===== src/rtl/pipe_stage_read_pkg.sv =====
// Shared core definitions for the read/decode stage: instruction group codes,
// per-group opcode widths, the source-use mask and the decoded field bundle.
package pipe_stage_read_pkg;

    // Instruction group lives in instruction[15:14].
    localparam logic [1:0] ALU_GROUP  = 2'b00;
    localparam logic [1:0] BRL_GROUP  = 2'b01;
    localparam logic [1:0] MEM_GROUP  = 2'b10;
    localparam logic [1:0] CTRL_GROUP = 2'b11;

    localparam int ALU_LEN  = 7;
    localparam int BRL_LEN  = 7;
    localparam int MEM_LEN  = 5;
    localparam int CTRL_LEN = 4;

    // Which register sources an instruction actually reads: bit0 = s1, bit1 = s2.
    typedef enum logic [1:0] {
        USE_NONE = 2'b00,
        USE_S1   = 2'b01,
        USE_S2   = 2'b10,
        USE_BOTH = 2'b11
    } use_mask_e;

    typedef struct packed {
        logic [1:0]          itype;
        logic [ALU_LEN-1:0]  alu;
        logic [BRL_LEN-1:0]  brl;
        logic [MEM_LEN-1:0]  mem;
        logic [CTRL_LEN-1:0] ctrl;
        logic [5:0]          value;
        logic [7:0]          constant;
        logic [5:0]          offset;
        logic [2:0]          cond;
        logic [2:0]          s1;
        logic [2:0]          s2;
        logic [2:0]          dest;
        use_mask_e           use_mask;
    } dec_fields_t;

endpackage


===== src/rtl/instr_field_decode.sv =====
// Combinational group field extraction for one 16-bit instruction, plus the
// mask of register sources the instruction really reads.
module instr_field_decode
    import pipe_stage_read_pkg::*;
(
    input  logic [15:0]  instruction,
    output dec_fields_t  fields
);

    // Pick fields by group; everything a group does not define stays zero.
    always_comb begin
        fields          = '0;
        fields.itype    = instruction[15:14];
        fields.use_mask = USE_BOTH;
        case (instruction[15:14])
            ALU_GROUP: begin
                fields.alu  = instruction[15:9];
                fields.dest = instruction[8:6];
                fields.s1   = instruction[5:3];
                fields.s2   = instruction[2:0];
            end
            BRL_GROUP: begin
                fields.brl      = instruction[15:9];
                fields.dest     = instruction[8:6];
                fields.s2       = instruction[8:6];
                fields.value    = instruction[5:0];
                fields.use_mask = USE_S2;
            end
            MEM_GROUP: begin
                fields.mem      = instruction[15:11];
                fields.dest     = instruction[10:8];
                fields.s2       = instruction[10:8];
                fields.s1       = instruction[2:0];
                fields.constant = instruction[7:0];
            end
            CTRL_GROUP: begin
                fields.ctrl   = instruction[15:12];
                fields.cond   = instruction[11:9];
                fields.s2     = instruction[8:6];
                fields.s1     = instruction[2:0];
                fields.offset = instruction[5:0];
            end
            default: ;
        endcase
    end

endmodule


===== src/rtl/pipe_stage_read.sv =====
// Registered read/decode stage between fetch and execute: decodes, reads the
// register file, resolves operands and hands a bundle to execute via
// valid/ready. Build option READ_FORWARDING_EN enables EX/WB bypass; without
// it any pending EX/WB write to a used source stalls the stage instead.
module pipe_stage_read
    import pipe_stage_read_pkg::*;
#(
    parameter int DATA_SIZE     = 32,
    parameter int REG_ADDR_SIZE = 3
) (
    input  logic                        i_clk,
    input  logic                        i_rst_n,
    input  logic                        i_valid,
    output logic                        o_ready,
    input  logic [15:0]                 i_instruction,
    input  logic                        i_flush,
    output logic [REG_ADDR_SIZE-1:0]    o_rf_addr1,
    output logic [REG_ADDR_SIZE-1:0]    o_rf_addr2,
    input  logic [DATA_SIZE-1:0]        i_rf_data1,
    input  logic [DATA_SIZE-1:0]        i_rf_data2,
    input  logic                        i_ex_wr_en,
    input  logic                        i_ex_is_load,
    input  logic [REG_ADDR_SIZE-1:0]    i_ex_wr_addr,
    input  logic [DATA_SIZE-1:0]        i_ex_wr_data,
    input  logic                        i_wb_wr_en,
    input  logic [REG_ADDR_SIZE-1:0]    i_wb_wr_addr,
    input  logic [DATA_SIZE-1:0]        i_wb_wr_data,
    output logic                        o_valid,
    input  logic                        i_ready,
    output logic [1:0]                  o_instruction_type,
    output logic [ALU_LEN-1:0]          o_alu_instruction,
    output logic [BRL_LEN-1:0]          o_brl_instruction,
    output logic [MEM_LEN-1:0]          o_mem_instruction,
    output logic [CTRL_LEN-1:0]         o_ctrl_instruction,
    output logic [5:0]                  o_value,
    output logic [7:0]                  o_constant,
    output logic signed [5:0]           o_offset,
    output logic [2:0]                  o_cond,
    output logic [REG_ADDR_SIZE-1:0]    o_source1,
    output logic [REG_ADDR_SIZE-1:0]    o_source2,
    output logic [REG_ADDR_SIZE-1:0]    o_destination,
    output logic signed [DATA_SIZE-1:0] o_operand1,
    output logic signed [DATA_SIZE-1:0] o_operand2,
    output logic [15:0]                 o_instruction
);

    dec_fields_t              dec;
    logic [REG_ADDR_SIZE-1:0] src1, src2, dst;
    logic                     use1, use2;
    logic                     ex_m1, ex_m2, wb_m1, wb_m2;
    logic [DATA_SIZE-1:0]     opnd1, opnd2;
    logic                     hazard;
    logic                     xfer_in;

    instr_field_decode u_decode (
        .instruction (i_instruction),
        .fields      (dec)
    );

    assign src1 = REG_ADDR_SIZE'(dec.s1);
    assign src2 = REG_ADDR_SIZE'(dec.s2);
    assign dst  = REG_ADDR_SIZE'(dec.dest);
    assign use1 = dec.use_mask[0];
    assign use2 = dec.use_mask[1];

    assign o_rf_addr1 = src1;
    assign o_rf_addr2 = src2;

    assign ex_m1 = i_ex_wr_en && (i_ex_wr_addr == src1);
    assign ex_m2 = i_ex_wr_en && (i_ex_wr_addr == src2);
    assign wb_m1 = i_wb_wr_en && (i_wb_wr_addr == src1);
    assign wb_m2 = i_wb_wr_en && (i_wb_wr_addr == src2);

`ifdef READ_FORWARDING_EN
    // EX is younger than WB, so its data wins on a double match.
    assign opnd1  = ex_m1 ? i_ex_wr_data : (wb_m1 ? i_wb_wr_data : i_rf_data1);
    assign opnd2  = ex_m2 ? i_ex_wr_data : (wb_m2 ? i_wb_wr_data : i_rf_data2);
    // Only a load in EX has no data yet; one bubble later it is on the WB bypass.
    assign hazard = i_ex_is_load && ((use1 && ex_m1) || (use2 && ex_m2));
`else
    logic unused_fwd;
    assign unused_fwd = ^{i_ex_wr_data, i_wb_wr_data, i_ex_is_load};
    assign opnd1  = i_rf_data1;
    assign opnd2  = i_rf_data2;
    assign hazard = (use1 && (ex_m1 || wb_m1)) || (use2 && (ex_m2 || wb_m2));
`endif

    // Flush always accepts (and drops) the incoming word.
    assign o_ready = i_flush || ((!o_valid || i_ready) && !hazard);
    assign xfer_in = i_valid && o_ready && !i_flush;

    // Output bundle register: flush > load > drain to bubble > hold.
    always_ff @(posedge i_clk or negedge i_rst_n) begin
        if (!i_rst_n) begin
            o_valid            <= 1'b0;
            o_instruction_type <= '0;
            o_alu_instruction  <= '0;
            o_brl_instruction  <= '0;
            o_mem_instruction  <= '0;
            o_ctrl_instruction <= '0;
            o_value            <= '0;
            o_constant         <= '0;
            o_offset           <= '0;
            o_cond             <= '0;
            o_source1          <= '0;
            o_source2          <= '0;
            o_destination      <= '0;
            o_operand1         <= '0;
            o_operand2         <= '0;
            o_instruction      <= '0;
        end else if (i_flush) begin
            o_valid <= 1'b0;
        end else if (xfer_in) begin
            o_valid            <= 1'b1;
            o_instruction_type <= dec.itype;
            o_alu_instruction  <= dec.alu;
            o_brl_instruction  <= dec.brl;
            o_mem_instruction  <= dec.mem;
            o_ctrl_instruction <= dec.ctrl;
            o_value            <= dec.value;
            o_constant         <= dec.constant;
            o_offset           <= $signed(dec.offset);
            o_cond             <= dec.cond;
            o_source1          <= src1;
            o_source2          <= src2;
            o_destination      <= dst;
            o_operand1         <= $signed(opnd1);
            o_operand2         <= $signed(opnd2);
            o_instruction      <= i_instruction;
        end else if (i_ready) begin
            o_valid <= 1'b0;
        end
    end

endmodule

===== config.mk =====
export PLATFORM = sky130hd
export DESIGN_NAME = pipe_stage_read
export DESIGN_NICKNAME = d
export VERILOG_FILES = /design/src/rtl/pipe_stage_read_pkg.sv /design/src/rtl/instr_field_decode.sv /design/src/rtl/pipe_stage_read.sv
export SDC_FILE = /design/constraint.sdc
export NUM_CORES = 1
export LEC_CHECK = 0
export CORE_MARGIN = 2
export CORE_UTILIZATION = 40
export CTS_BUF_LIST = sky130_fd_sc_hd__clkbuf_8
export DETAILED_ROUTE_END_ITERATION = 12
export GPL_TIMING_DRIVEN = 1
export PLACE_DENSITY_LB_ADDON = 0.2
export SKIP_CTS_REPAIR_TIMING = 1
export SLEW_MARGIN = 10
export SYNTH_ARGS = -nofsm -noshare
export SYNTH_HDL_FRONTEND = slang
export SYNTH_HIERARCHICAL = 1
export SYNTH_SLANG_ARGS = --single-unit
export TNS_END_PERCENT = 10

===== constraint.sdc =====
create_clock -name i_clk -period 3.6 [get_ports i_clk]
set_clock_uncertainty 0.1 [all_clocks]
set_input_delay 1.08 -clock i_clk [delete_from_list [all_inputs] [get_ports i_clk]]
set_output_delay 1.08 -clock i_clk [all_outputs]
set_load 0.02 [all_outputs]

## After elaboration in Yosys (flattened, before gate mapping)

Cells that the tools add are included.

| operators by class | value |
|---|---|
| eq/ne operators | 7 |
| mux-type cells | 14 |
| bitwise logic cells | 1 |
| reductions and logical operators | 23 |

Operators by type and width:

| operator | number |
|---|---|
| $mux 7 | 2 |
| $eq 3x3->1 | 4 |
| $pmux 3 s2 | 2 |
| $mux 9 | 1 |
| $pmux 3 s3 | 1 |
| $logic_and 1x1->1 | 8 |
| $mux 8 | 1 |
| $mux 6 | 1 |
| $reduce_or 2->1 | 3 |
| $logic_or 1x1->1 | 5 |
| $mux 5 | 1 |
| $eq 2x2->1 const B | 2 |
| $mux 1 | 4 |
| $mux 4 | 1 |
| $logic_not 1->1 | 3 |
| $reduce_bool 3->1 | 1 |
| $eq 2x1->1 const B | 1 |
| $logic_not 2->1 | 1 |
| $reduce_and 2->1 | 1 |
| $logic_and 1x1->1 const A | 1 |
| $not 1->1 | 1 |

| word-level totals | value |
|---|---|
| register bits after elaboration | 138 |
| input bits | 158 |
| logic and storage cells | 61 |

## Logic depth before layout (Yosys ltp)

Gate-level depths: netlist of run 1.

| logic depth | value |
|---|---|
| word-level depth | 15 |
| gate-level depth with buffers | 10 |
| gate-level depth less buffers | 7 |

## Hierarchy

The synthesis of run 1 kept the hierarchy.

Modules (own cells, without submodules):

| module | instances | cells an instance | area an instance (µm²) |
|---|---|---|---|
| pipe_stage_read | 1 | 314 | 5,990.7 |
| instr_field_decode | 1 | 77 | 476.7 |

## Worst setup path after synthesis of run 1

No wires, ideal clock.

| path | value |
|---|---|
| kind | input-to-output |
| start point | input port i_instruction[15] |
| end point | output port o_ready |
| data arrival time | 2,799 ps |
| required time | 2,420 ps |
| setup slack | -379 ps |
| stages | 7 |
| buffers on the path | 1 |
| cells stage by stage | buf_4 mux2i_1 o21ai_0 xnor2_1 and4_4 o21ai_2 a21o_2 |

| between the ends | value |
|---|---|
| word-level cells in the longest chain between the ends | 11 |

Ends and longest elaborated chain:

| what | RTL line | RTL |
|---|---|---|
| from (decl) | pipe_stage_read.sv:15 | `input logic [15:0] i_instruction,` |
| $eq 2x1->1 / $eq 2x2->1 (equally long branches) | instr_field_decode.sv:15 | `case (instruction[15:14])` |
| $reduce_or 2->1 (no source line) | - |  |
| $pmux 3 s3 (*) | instr_field_decode.sv:15 |  |
| named net o_rf_addr2[1] | pipe_stage_read.sv:18 | `output logic [REG_ADDR_SIZE-1:0] o_rf_addr2,` |
| $eq 3x3->1 (on tied branches) | pipe_stage_read.sv:70, pipe_stage_read.sv:72 |  |
| $logic_and 1x1->1 (on tied branches) | pipe_stage_read.sv:70, pipe_stage_read.sv:72 |  |
| $logic_or 1x1->1 (*) | pipe_stage_read.sv:85 | `assign hazard = (use1 && (ex_m1 \|\| wb_m1)) \|\| (use2 && (ex_m2 \|\| wb_m2));` |
| $logic_and 1x1->1 (*) | pipe_stage_read.sv:85 |  |
| $logic_or 1x1->1 (*) | pipe_stage_read.sv:85 |  |
| $logic_not 1->1 (*) | pipe_stage_read.sv:89 | `assign o_ready = i_flush \|\| ((!o_valid \|\| i_ready) && !hazard);` |
| $logic_and 1x1->1 (*) | pipe_stage_read.sv:89 |  |
| $logic_or 1x1->1 (*) | pipe_stage_read.sv:89 |  |
| to (decl) | pipe_stage_read.sv:14 | `output logic o_ready,` |

The timed path passes the listed nets; every way through them passes the cells marked *.

## Worst setup path after layout of run 1

| path | value |
|---|---|
| start point | input port i_instruction[6] |
| end point | output port o_ready |

| between the ends | value |
|---|---|
| word-level cells in the longest chain between the ends | 9 |

Ends and longest elaborated chain:

| what | RTL line |
|---|---|
| $pmux 3 s3 (*) | instr_field_decode.sv:15 |
| $eq 3x3->1 (on tied branches) | pipe_stage_read.sv:70, pipe_stage_read.sv:72 |
| $logic_and 1x1->1 (on tied branches) | pipe_stage_read.sv:70, pipe_stage_read.sv:72 |
| $logic_or 1x1->1 (*) | pipe_stage_read.sv:85 |
| $logic_and 1x1->1 (*) | pipe_stage_read.sv:85 |
| $logic_or 1x1->1 (*) | pipe_stage_read.sv:85 |
| $logic_not 1->1 (*) | pipe_stage_read.sv:89 |
| $logic_and 1x1->1 (*) | pipe_stage_read.sv:89 |
| $logic_or 1x1->1 (*) | pipe_stage_read.sv:89 |

Every way passes the cells marked *; elsewhere a longest branch is shown, timed or not.

==> results_dict.tcl, run 1 <==
set metrics [dict create \
    status "complete, but fails checks" \
    violations "negative setup slack" \
    clockBufferDepth 2 \
    area_growth_pct 51.0 \
    ys_ff_latch 138 \
    start_kind "input port" \
    grt_max_degree 83 \
    wl_met3_um 1270 \
    grt_overflow_total 0 \
    worstMarginPinSlew_ns 0.800 \
    post-route-min-period_ns 3.77 \
    dp_cells 868 \
    setup_tns_ns -0.171 \
    hp-class "reg -> reg" \
    power_density_nw_per_um2 559 \
    arrival_ns 2.59 \
    syn_area_per_cell_um2 16.5 \
    crit_family "buffers and inverters" \
    path_clk_slew_ns 0.07 \
    netlist_area_um2 6470 \
    io_pins 303 \
    io_buffers 237 \
    first_global_vias 4543 \
    drive_gt1_frac 0.352 \
    htreeDepth 4 \
    drc 0 \
    end_kind "output pin" \
    setup_viol 1 \
    crit_chain "clkdlybuf4s50_1, nand2_2, o21ai_4, xnor2_1, and4_4, o21ai_2, a21o_2, buf_6" \
    die_h_um 131 \
    maxSlewHeadroom 0.467 \
    cts_tree "yes" \
    ys_types 31 \
    required_ns 2.42 \
    start_util 0.409 \
    vdd_ir_drop_max_mv 0.218 \
    hold_viol_final 0 \
    grt_antenna_before_repair 0 \
    seqPwrFrac 0.381 \
    grtUsageTotal 0.198 \
    place_area_um2 9240 \
    dp_slack_ns -0.997 \
    syn_inst 391 \
    met1Wirelength_um 7280 \
    clockRootBuffer "clkbuf_8" \
    p_comb_frac 0.381 \
    die_area_um2 17200 \
    wl_per_cell_um 18.2 \
    gp_congestion 0.797 \
    drt_iter0_markers 146 \
    final_nets 833 \
    synth_async_sr_flop_share 1.00 \
    synth_edf_count 0 \
    max-cap-violations 0 \
    clkPwrFrac 0.238 \
    cts_made_buffers 17 \
    p_sw_w 0.00169 \
    wl_um 16400 \
    p_leak_nw 4.78 \
    antenna_cells 0 \
    fmaxAchievable_mhz 265 \
    p_int_w 0.00377 \
    ys_warn_count 6 \
    slew_viol_final 0 \
    seq_area_frac_synth 0.534 \
    design_area_um2 9760 \
    dr.pass1.iters 4 \
    cpMaxStageDelayCell "clkdlybuf4s50_1" \
    worstPathMaxFanout 3 \
    rsz0062_at_grt "yes" \
    critical_path_class "in -> out" \
    grt_pass1_wl_um 26700 \
    cts.sinks 138 \
    sw_frac_of_total 0.309 \
    routed_via_density 4.64 \
    instances_no_fill 904 \
    critPathMaxStageDelay_ns 0.54 \
    ant_nets 0 \
    dr_wl_met2_um 7630 \
    finalWorstSetupSlack_ns -0.171 \
    cp_num_buf_inv 2 \
    top_layer "met4" \
    synth-main-ff-cell "dfrtp_1" \
    core_area_um2 15800 \
    dp_hpwl_um 12000 \
    fp-row-count 46 \
    clk_latency_ns 0.45 \
    chipWidth_um 131 \
    vias 4199 \
    period_share 1.05 \
]
through the flow:
stage          hold slack (ns)  utilization  power [W]
6_report                 0.409        0.617    0.00546
5_1_grt                  0.416        0.617    0.00570
4_1_cts                  0.413        0.609    0.00550
3_5_place_dp             0.390        0.584    0.00418
3_3_place_gp             0.390        0.584    0.00415
2_1_floorplan            0.535            -    0.00319
synthesized netlist by cell type (3+ instances only):
library cell	number	area, um^2
o21ai_0	3	15.0
buf_12	14	280
nor2_1	4	15.0
mux2_4	130	1950
xor2_1	5	43.8
nand2_1	6	22.5
mux2i_1	3	30.0
buf_4	9	67.6
and2_1	26	163
xnor2_1	7	61.3
a22o_1	6	52.6
mux2_2	7	78.8
dfrtp_1	138	3450
and3_1	11	68.8
clkbuf_1	3	11.3
power by group through the flow:
stage          clock, W  sequential, W  combinational, W
2_1_floorplan         0        0.00250          0.000698
3_3_place_gp          0        0.00208           0.00206
3_5_place_dp          0        0.00210           0.00208
4_1_cts         0.00133        0.00208           0.00209
5_1_grt         0.00141        0.00212           0.00218
6_report        0.00130        0.00208           0.00208
state kept, by name (all words and copies together), names as in the netlist, 6 cells and up:
register and cells:
o_brl_instruction 7, o_operand1 32, o_value 6, o_operand2 32, o_offset 6, o_constant 8
o_alu_instruction 7, o_instruction 16
kinds of logic after synthesis:
family / synth area share
simple gates: 0.0522
xor+xnor: 0.0163
mux: 0.319
compound gates: 0.0178
flops: 0.534
other cells: 0.00116
buf+inv: 0.0600
cell type report:
type                            instances  area [um^2]
Inverter                                2         7.51
Timing Repair Buffer                  291         2910
Clock inverter                         11          120
Fill cell                            1195         6060
Tap cell                              216          270
Sequential cell                       138         3450
Multi-Input combinational cell        225         2710
Clock buffer                           21          289
layer usage:
metal  global-route usage  vias to the layer above
met3               0.0687                       20
met2                0.303                      177
met5                    0                        -
li1                     -                     1914
met1                0.265                     2088
met4               0.0634                        0
cell usage in the layout (no fill, tap or decap), types with 3 or more instances in the layout:
cell type / count
conb_1: 5
a22o_4: 3
dlymetal6s2s_1: 13
clkdlybuf4s50_1: 221
mux2_4: 130
dfrtp_1: 138
and2_1: 26
clkinv_2: 3
and3_1: 11
nor2_1: 3
mux2_2: 7
nand2_1: 5
xnor2_1: 7
clkbuf_8: 21
clkinv_4: 3
xor2_1: 4
buf_4: 46
o21ai_2: 3
a22o_1: 3
inv_1: 3
buf_12: 7
path summary, 6_finish.rpt:
| kind | start | to | slack [ns] | cells after the start |
|---|---|---|---|---|
| max | i_instruction[6] | o_ready | -0.17 | 8 |
| min | o_operand2[1]$_DFFE_PN0P_ | o_operand2[1]$_DFFE_PN0P_ | 0.41 | 1 |
| max reg2reg | o_valid$_DFFE_PN0P_ | o_operand1[1]$_DFFE_PN0P_ | 1.59 | 8 |
| min reg2reg | o_operand2[1]$_DFFE_PN0P_ | o_operand2[1]$_DFFE_PN0P_ | 0.41 | 1 |
| max in group asynchronous | i_rst_n | o_operand2[1]$_DFFE_PN0P_ | 2.08 | 2 |
| min in group asynchronous | i_rst_n | o_operand2[8]$_DFFE_PN0P_ | 0.55 | 1 |
(Power assumes the default switching activity.)
==> run 2: changes to the inputs <==
--- a/config.mk
+++ b/config.mk
@@ -5,13 +5,14 @@
 export SDC_FILE = /design/constraint.sdc
 export NUM_CORES = 1
 export LEC_CHECK = 0
+export ABC_AREA = 0
 export CORE_MARGIN = 2
 export CORE_UTILIZATION = 40
 export CTS_BUF_LIST = sky130_fd_sc_hd__clkbuf_8
+export CTS_CLUSTER_SIZE = 20
 export DETAILED_ROUTE_END_ITERATION = 12
 export GPL_TIMING_DRIVEN = 1
 export PLACE_DENSITY_LB_ADDON = 0.2
-export SKIP_CTS_REPAIR_TIMING = 1
 export SLEW_MARGIN = 10
 export SYNTH_ARGS = -nofsm -noshare
 export SYNTH_HDL_FRONTEND = slang
==> run 2 against run 1 <==
The run still ends with negative setup slack left; clock power barely moved; core utilization fell by 0.24 points; power barely moved; sequential power barely moved; clock-buffer cell count did not move; register-to-register slack barely moved; critical endpoint unchanged.
==> results_dict.tcl, run 2 (synthesized netlist as in run 1, its figures left out) <==
set metrics [dict create \
    rsz0062_at_grt "yes" \
    instances_no_fill 906 \
    hp-class "reg -> reg" \
    reg_top3 "o_operand1 (32), o_operand2 (32), o_instruction (16)" \
    r2r_cells 8 \
    end_kind "output pin" \
    status "complete, but fails checks" \
    htreeDepth 4 \
    vias 4192 \
    cp_num_buf_inv 4 \
    wl_per_cell_um 18.2 \
    period_share 1.04 \
    worstPathMaxFanout 8 \
    finalWorstSetupSlack_ns -0.155 \
    dp_slack_ns -0.997 \
    drc 0 \
    post-route-min-period_ns 3.76 \
    dp_cells 868 \
    clockBufferDepth 2 \
    violations "negative setup slack" \
    worstMarginPinSlew_ns 0.799 \
    hold_viol_final 0 \
    critPathMaxStageDelay_ns 0.24 \
    cp_num_cells 10 \
    grtUsageTotal 0.198 \
    dp_hpwl_um 12000 \
    gp_congestion 0.797 \
    p_leak_nw 4.70 \
    grt_max_degree 83 \
    cpMaxStageDelayCell "and4_1" \
    fillers 1201 \
    ant_nets 0 \
    die_area_um2 17200 \
    core_area_um2 15800 \
    fmaxAchievable_mhz 266 \
    fp-row-count 46 \
    final_common_cell "clkdlybuf4s50_1" \
    setup_viol 1 \
    first_global_vias 4552 \
    routed_via_density 4.63 \
    final_nets 835 \
    slew_viol_final 0 \
    vdd_ir_drop_max_mv 0.214 \
    drive_gt1_frac 0.355 \
    antenna_cells 0 \
    chipWidth_um 131 \
    io_pins 303 \
    cts_made_buffers 17 \
    crit_family "compound AO/OA/AOI/OAI gates" \
    area_growth_pct 50.4 \
    start_util 0.409 \
    grt_antenna_before_repair 0 \
    maxSlewHeadroom 0.467 \
    required_ns 2.42 \
    layout_common_cells "clkdlybuf4s50_1 (219), dfrtp_1 (138), mux2_4 (130)" \
    power_density_nw_per_um2 561 \
    cts.sinks 138 \
    cts_tree "yes" \
    wl_um 16500 \
    clockRootBuffer "clkbuf_8" \
    io_buffers 237 \
    dr.pass1.iters 4 \
    crit_chain "buf_8, buf_8, buf_6, mux2i_2, o21ai_2, xnor2_1, and4_1, o21ai_4, a21o_2, buf_6" \
    hold_path_depth 1 \
    start_kind "input port" \
    die_h_um 131 \
    max-cap-violations 0 \
    critical_path_class "in -> out" \
    path_clk_slew_ns 0.07 \
    drt_iter0_markers 123 \
    arrival_ns 2.58 \
    grt_overflow_total 0 \
    clk_latency_ns 0.45 \
    grt_pass1_wl_um 26800 \
]
## run 2: cell count changes in the layout (fill, tap and decap cells not counted)
cell,delta
xor2_1,+1
dlymetal6s2s_1,-11
clkdlybuf4s50_1,-2
xor2_2,-1
buf_6,+2
nor2_4,+1
clkbuf_2,+3
nand2_1,+1
dlygate4sd2_1,+10
nand2_2,-1
nor2_2,-1
## run 2: what timing repair did
item                                    in CTS  in global routing
gates cloned                                 0                  0
gates resized for setup                     32                 12
endpoints found under the setup margin       7                  2
hold buffers                                 0                  0
buffers inserted                             3                  3
pin swaps                                   10                 10
## run 2: per-layer routing
metal | routed length, um | track usage
met5 | 0 | 0
met2 | 7620 | 0.304
met3 | 1250 | 0.0687
met1 | 7340 | 0.265
met4 | 255 | 0.0646
## run 2: path summary, 6_finish.rpt
check                                           from                         to  slack, ns
setup reg to reg                 o_valid$_DFFE_PN0P_  o_operand1[1]$_DFFE_PN0P_       1.59
min in group asynchronous                    i_rst_n  o_operand2[8]$_DFFE_PN0P_       0.55
hold / removal             o_operand2[1]$_DFFE_PN0P_  o_operand2[1]$_DFFE_PN0P_       0.41
hold reg to reg            o_operand2[1]$_DFFE_PN0P_  o_operand2[1]$_DFFE_PN0P_       0.41
setup / recovery                   i_instruction[15]                    o_ready      -0.16
max in group asynchronous                    i_rst_n  o_operand2[1]$_DFFE_PN0P_       2.08
## run 2: layout make-up
class                   instances  area, um^2  share of cell area
clock buffers                  21         289              0.0297
clock inverters                11         120              0.0124
inverters                       2        7.51            0.000772
multi-input cells             225        2710               0.278
flip-flops and latches        138        3450               0.355
well taps                     216         270              0.0278
repair buffers                293        2880               0.296
## run 2: report_power, final
part / leakage (nW) / switching, W / internal [W]
combinational: 2.79 / 0.000878 / 0.00120
clock: 0.209 / 0.000613 / 0.000686
sequential: 1.70 / 0.000195 / 0.00188
total: 4.70 / 0.00169 / 0.00377
## run 2: stage by stage
stage | setup TNS (ns) | utilization | area [um^2] | hold WS (ns) | total power [W]
finish | -0.155 | 0.614 | 9730 | 0.409 | 0.00545
global route | -0.204 | 0.614 | 9730 | 0.416 | 0.00570
CTS | -0.232 | 0.612 | 9690 | 0.413 | 0.00551
detailed placement | -45.79 | 0.584 | 9240 | 0.390 | 0.00418
global placement | -34.64 | 0.584 | 9240 | 0.390 | 0.00415
floorplan | 0 | - | 6510 | 0.535 | 0.00319
## run 2: worst register-to-register path, cell delays in order (launching register included)
cell and delay (ns):
dfrtp_1 0.39, nand2b_1 0.11, o41ai_2 0.09, a41oi_2 0.18, buf_4 0.16, nand4b_4 0.17, buf_12 0.21, buf_12 0.18
mux2_4 0.31
==> run 3: changes to the inputs <==
--- a/config.mk
+++ b/config.mk
@@ -6,7 +6,6 @@
 export NUM_CORES = 1
 export LEC_CHECK = 0
 export ABC_AREA = 0
-export CORE_MARGIN = 2
 export CORE_UTILIZATION = 40
 export CTS_BUF_LIST = sky130_fd_sc_hd__clkbuf_8
 export CTS_CLUSTER_SIZE = 20
==> run 3 against run 2 <==
Die area is 3.0% lower; wire length is 2.3% higher; hold slack better by 0.0011 ns; critical path depth stayed put; the flow still finishes with violations (negative setup slack); core utilization is 2.1 points higher; power is 1.6% higher; combinational power is 3% higher; setup slack worse by 0.014 ns; clock power hardly changed; global-route usage is 0.34 points higher.
==> results_dict.tcl, run 3 (synthesized netlist as in run 1, its figures left out) <==
set metrics [dict create \
    io_pins 303 \
    period_share 1.05 \
    arrival_ns 2.59 \
    grt_overflow_total 0 \
    max-cap-violations 0 \
    fp-row-count 46 \
    cts_tree "yes" \
    layout_common_cells "clkdlybuf4s50_1 (219), dfrtp_1 (138), mux2_4 (130)" \
    antenna_cells 0 \
    slew_viol_final 0 \
    chipWidth_um 129 \
    die_area_um2 16700 \
    start_util 0.409 \
    fmaxAchievable_mhz 265 \
    final_common_cell "clkdlybuf4s50_1" \
    end_kind "output pin" \
    place_area_um2 9270 \
    drive_gt1_frac 0.377 \
    clockBufferDepth 2 \
    dp_slack_ns -0.998 \
    grt_antenna_before_repair 0 \
    setup_viol 1 \
    status "complete, but fails checks" \
    crit_chain "buf_8, buf_6, buf_12, mux2i_1, o21ai_2, xnor2_1, and4_4, o21ai_2, a21o_2, buf_6" \
    regArea_um2 3450 \
    grt_max_degree 64 \
    multi_input_area_um2 2720 \
    first_global_vias 4545 \
    vdd_ir_drop_max_mv 0.238 \
    cts_made_buffers 17 \
    cts.sinks 138 \
    io_buffers 237 \
    drt_iter0_markers 112 \
    holdWs_ns 0.410 \
    hold_viol_final 0 \
    min_from "o_operand1[16]$_DFFE_PN0P_" \
    power_density_nw_per_um2 550 \
    wl_um 16800 \
    worstPathMaxFanout 5 \
    routed_via_density 4.58 \
    die_h_um 129 \
    finalWorstSetupSlack_ns -0.169 \
    clockRootBuffer "clkbuf_8" \
    clk_latency_ns 0.44 \
    wl_per_cell_um 18.2 \
    gp_congestion 0.811 \
    grt_pass1_wl_um 25200 \
    dp_hpwl_um 11900 \
    critPathMaxStageDelay_ns 0.26 \
    reg_top3 "o_operand1 (32), o_operand2 (32), o_instruction (16)" \
    r2r-start "o_valid$_DFFE_PN0P_" \
    vias 4238 \
    design_area_um2 10100 \
    finalPower_w 0.00554 \
    final_nets 854 \
    drc 0 \
    rsz0062_at_grt "yes" \
    maxSlewHeadroom 0.583 \
    start_kind "input port" \
    hp-class "reg -> reg" \
    required_ns 2.42 \
    post-route-min-period_ns 3.77 \
    p_leak_nw 4.89 \
    fillers 1160 \
    critical_path_class "in -> out" \
    worstMarginPinSlew_ns 0.625 \
    fin_util 0.636 \
    violations "negative setup slack" \
    core_area_um2 15800 \
    area_growth_pct 55.6 \
    htreeDepth 4 \
    grtUsageTotal 0.202 \
    setup.worst_path.start "i_instruction[15]" \
    cpMaxStageDelayCell "o21ai_2" \
    ant_nets 0 \
    dr.pass1.iters 4 \
    path_clk_slew_ns 0.07 \
]
==> run 3: cell count changes in the layout (fill, tap and decap cells not counted), sizes merged <==
cell	previous run	this run
bufinv	2	3
clkbuf	24	25
clkdlybuf4s15	0	2
inv	3	5
clkinvlp	2	3
dlygate4sd2	10	5
buf	59	74
dlymetal6s2s	2	4
==> run 3: final cells by class <==
type | count | share of cell area
well taps | 216 | 0.0269
flip-flops and latches | 138 | 0.343
clock buffers | 17 | 0.0232
multi-input cells | 225 | 0.270
clock inverters | 15 | 0.0174
repair buffers | 312 | 0.319
inverters | 2 | 0.000746
==> run 3: timing repair <==
action / CTS / global route
pin swaps: 4 / 14
endpoints found under the setup margin: 7 / 129
gates resized for setup: 45 / 16
setup buffers: 10 / 9
cloned: 0 / 6
hold buffers: 0 / 0
==> run 3: power breakdown <==
group / leakage [nW] / switching [W] / internal (W) / total (W)
Sequential: 1.70 / 0.000191 / 0.00188 / 0.00207
Clock: 0.204 / 0.000633 / 0.000685 / 0.00132
Combinational: 2.99 / 0.000894 / 0.00126 / 0.00215
==> run 3: layer usage <==
layer  part of all wire  vias to the layer above  wire [um]  track usage
li1                   -                     1953          -            -
met1               0.42                     2099       7120        0.238
met2               0.48                      169       8050        0.336
met3              0.087                       17       1460       0.0793
met4              0.013                        0        214       0.0671
met5                  0                        -          0            0
==> run 3: through the flow <==
| step | std cells | setup TNS (ns) |
|---|---|---|
| 6_report | 925 | -0.169 |
| 3_5_place_dp | 870 | -37.26 |
| 5_1_grt | 925 | -0.315 |
| 4_1_cts | 912 | -3.93 |
| 2_1_floorplan | 394 | 0 |
| 3_3_place_gp | 870 | -28.34 |
==> run 3: critical path, delay by kind of cell <==
| family | cells | cell delay (ns) |
|---|---|---|
| mux | 1 | 0.12 |
| simple gates | 1 | 0.23 |
| compound gates | 3 | 0.51 |
| buf+inv | 4 | 0.47 |
| xor+xnor | 1 | 0.16 |
==> run 3: worst paths after layout <==
path | endpoint | slack, ns | cells after the start
setup / recovery | o_ready | -0.17 | 10
hold / removal | o_operand1[16]$_DFFE_PN0P_ | 0.41 | 1
setup reg to reg | o_offset[1]$_DFFE_PN0P_ | 1.07 | 14
hold reg to reg | o_operand1[16]$_DFFE_PN0P_ | 0.41 | 1
max in group asynchronous | o_operand2[25]$_DFFE_PN0P_ | 2.01 | 2
min in group asynchronous | o_operand2[12]$_DFFE_PN0P_ | 0.50 | 1
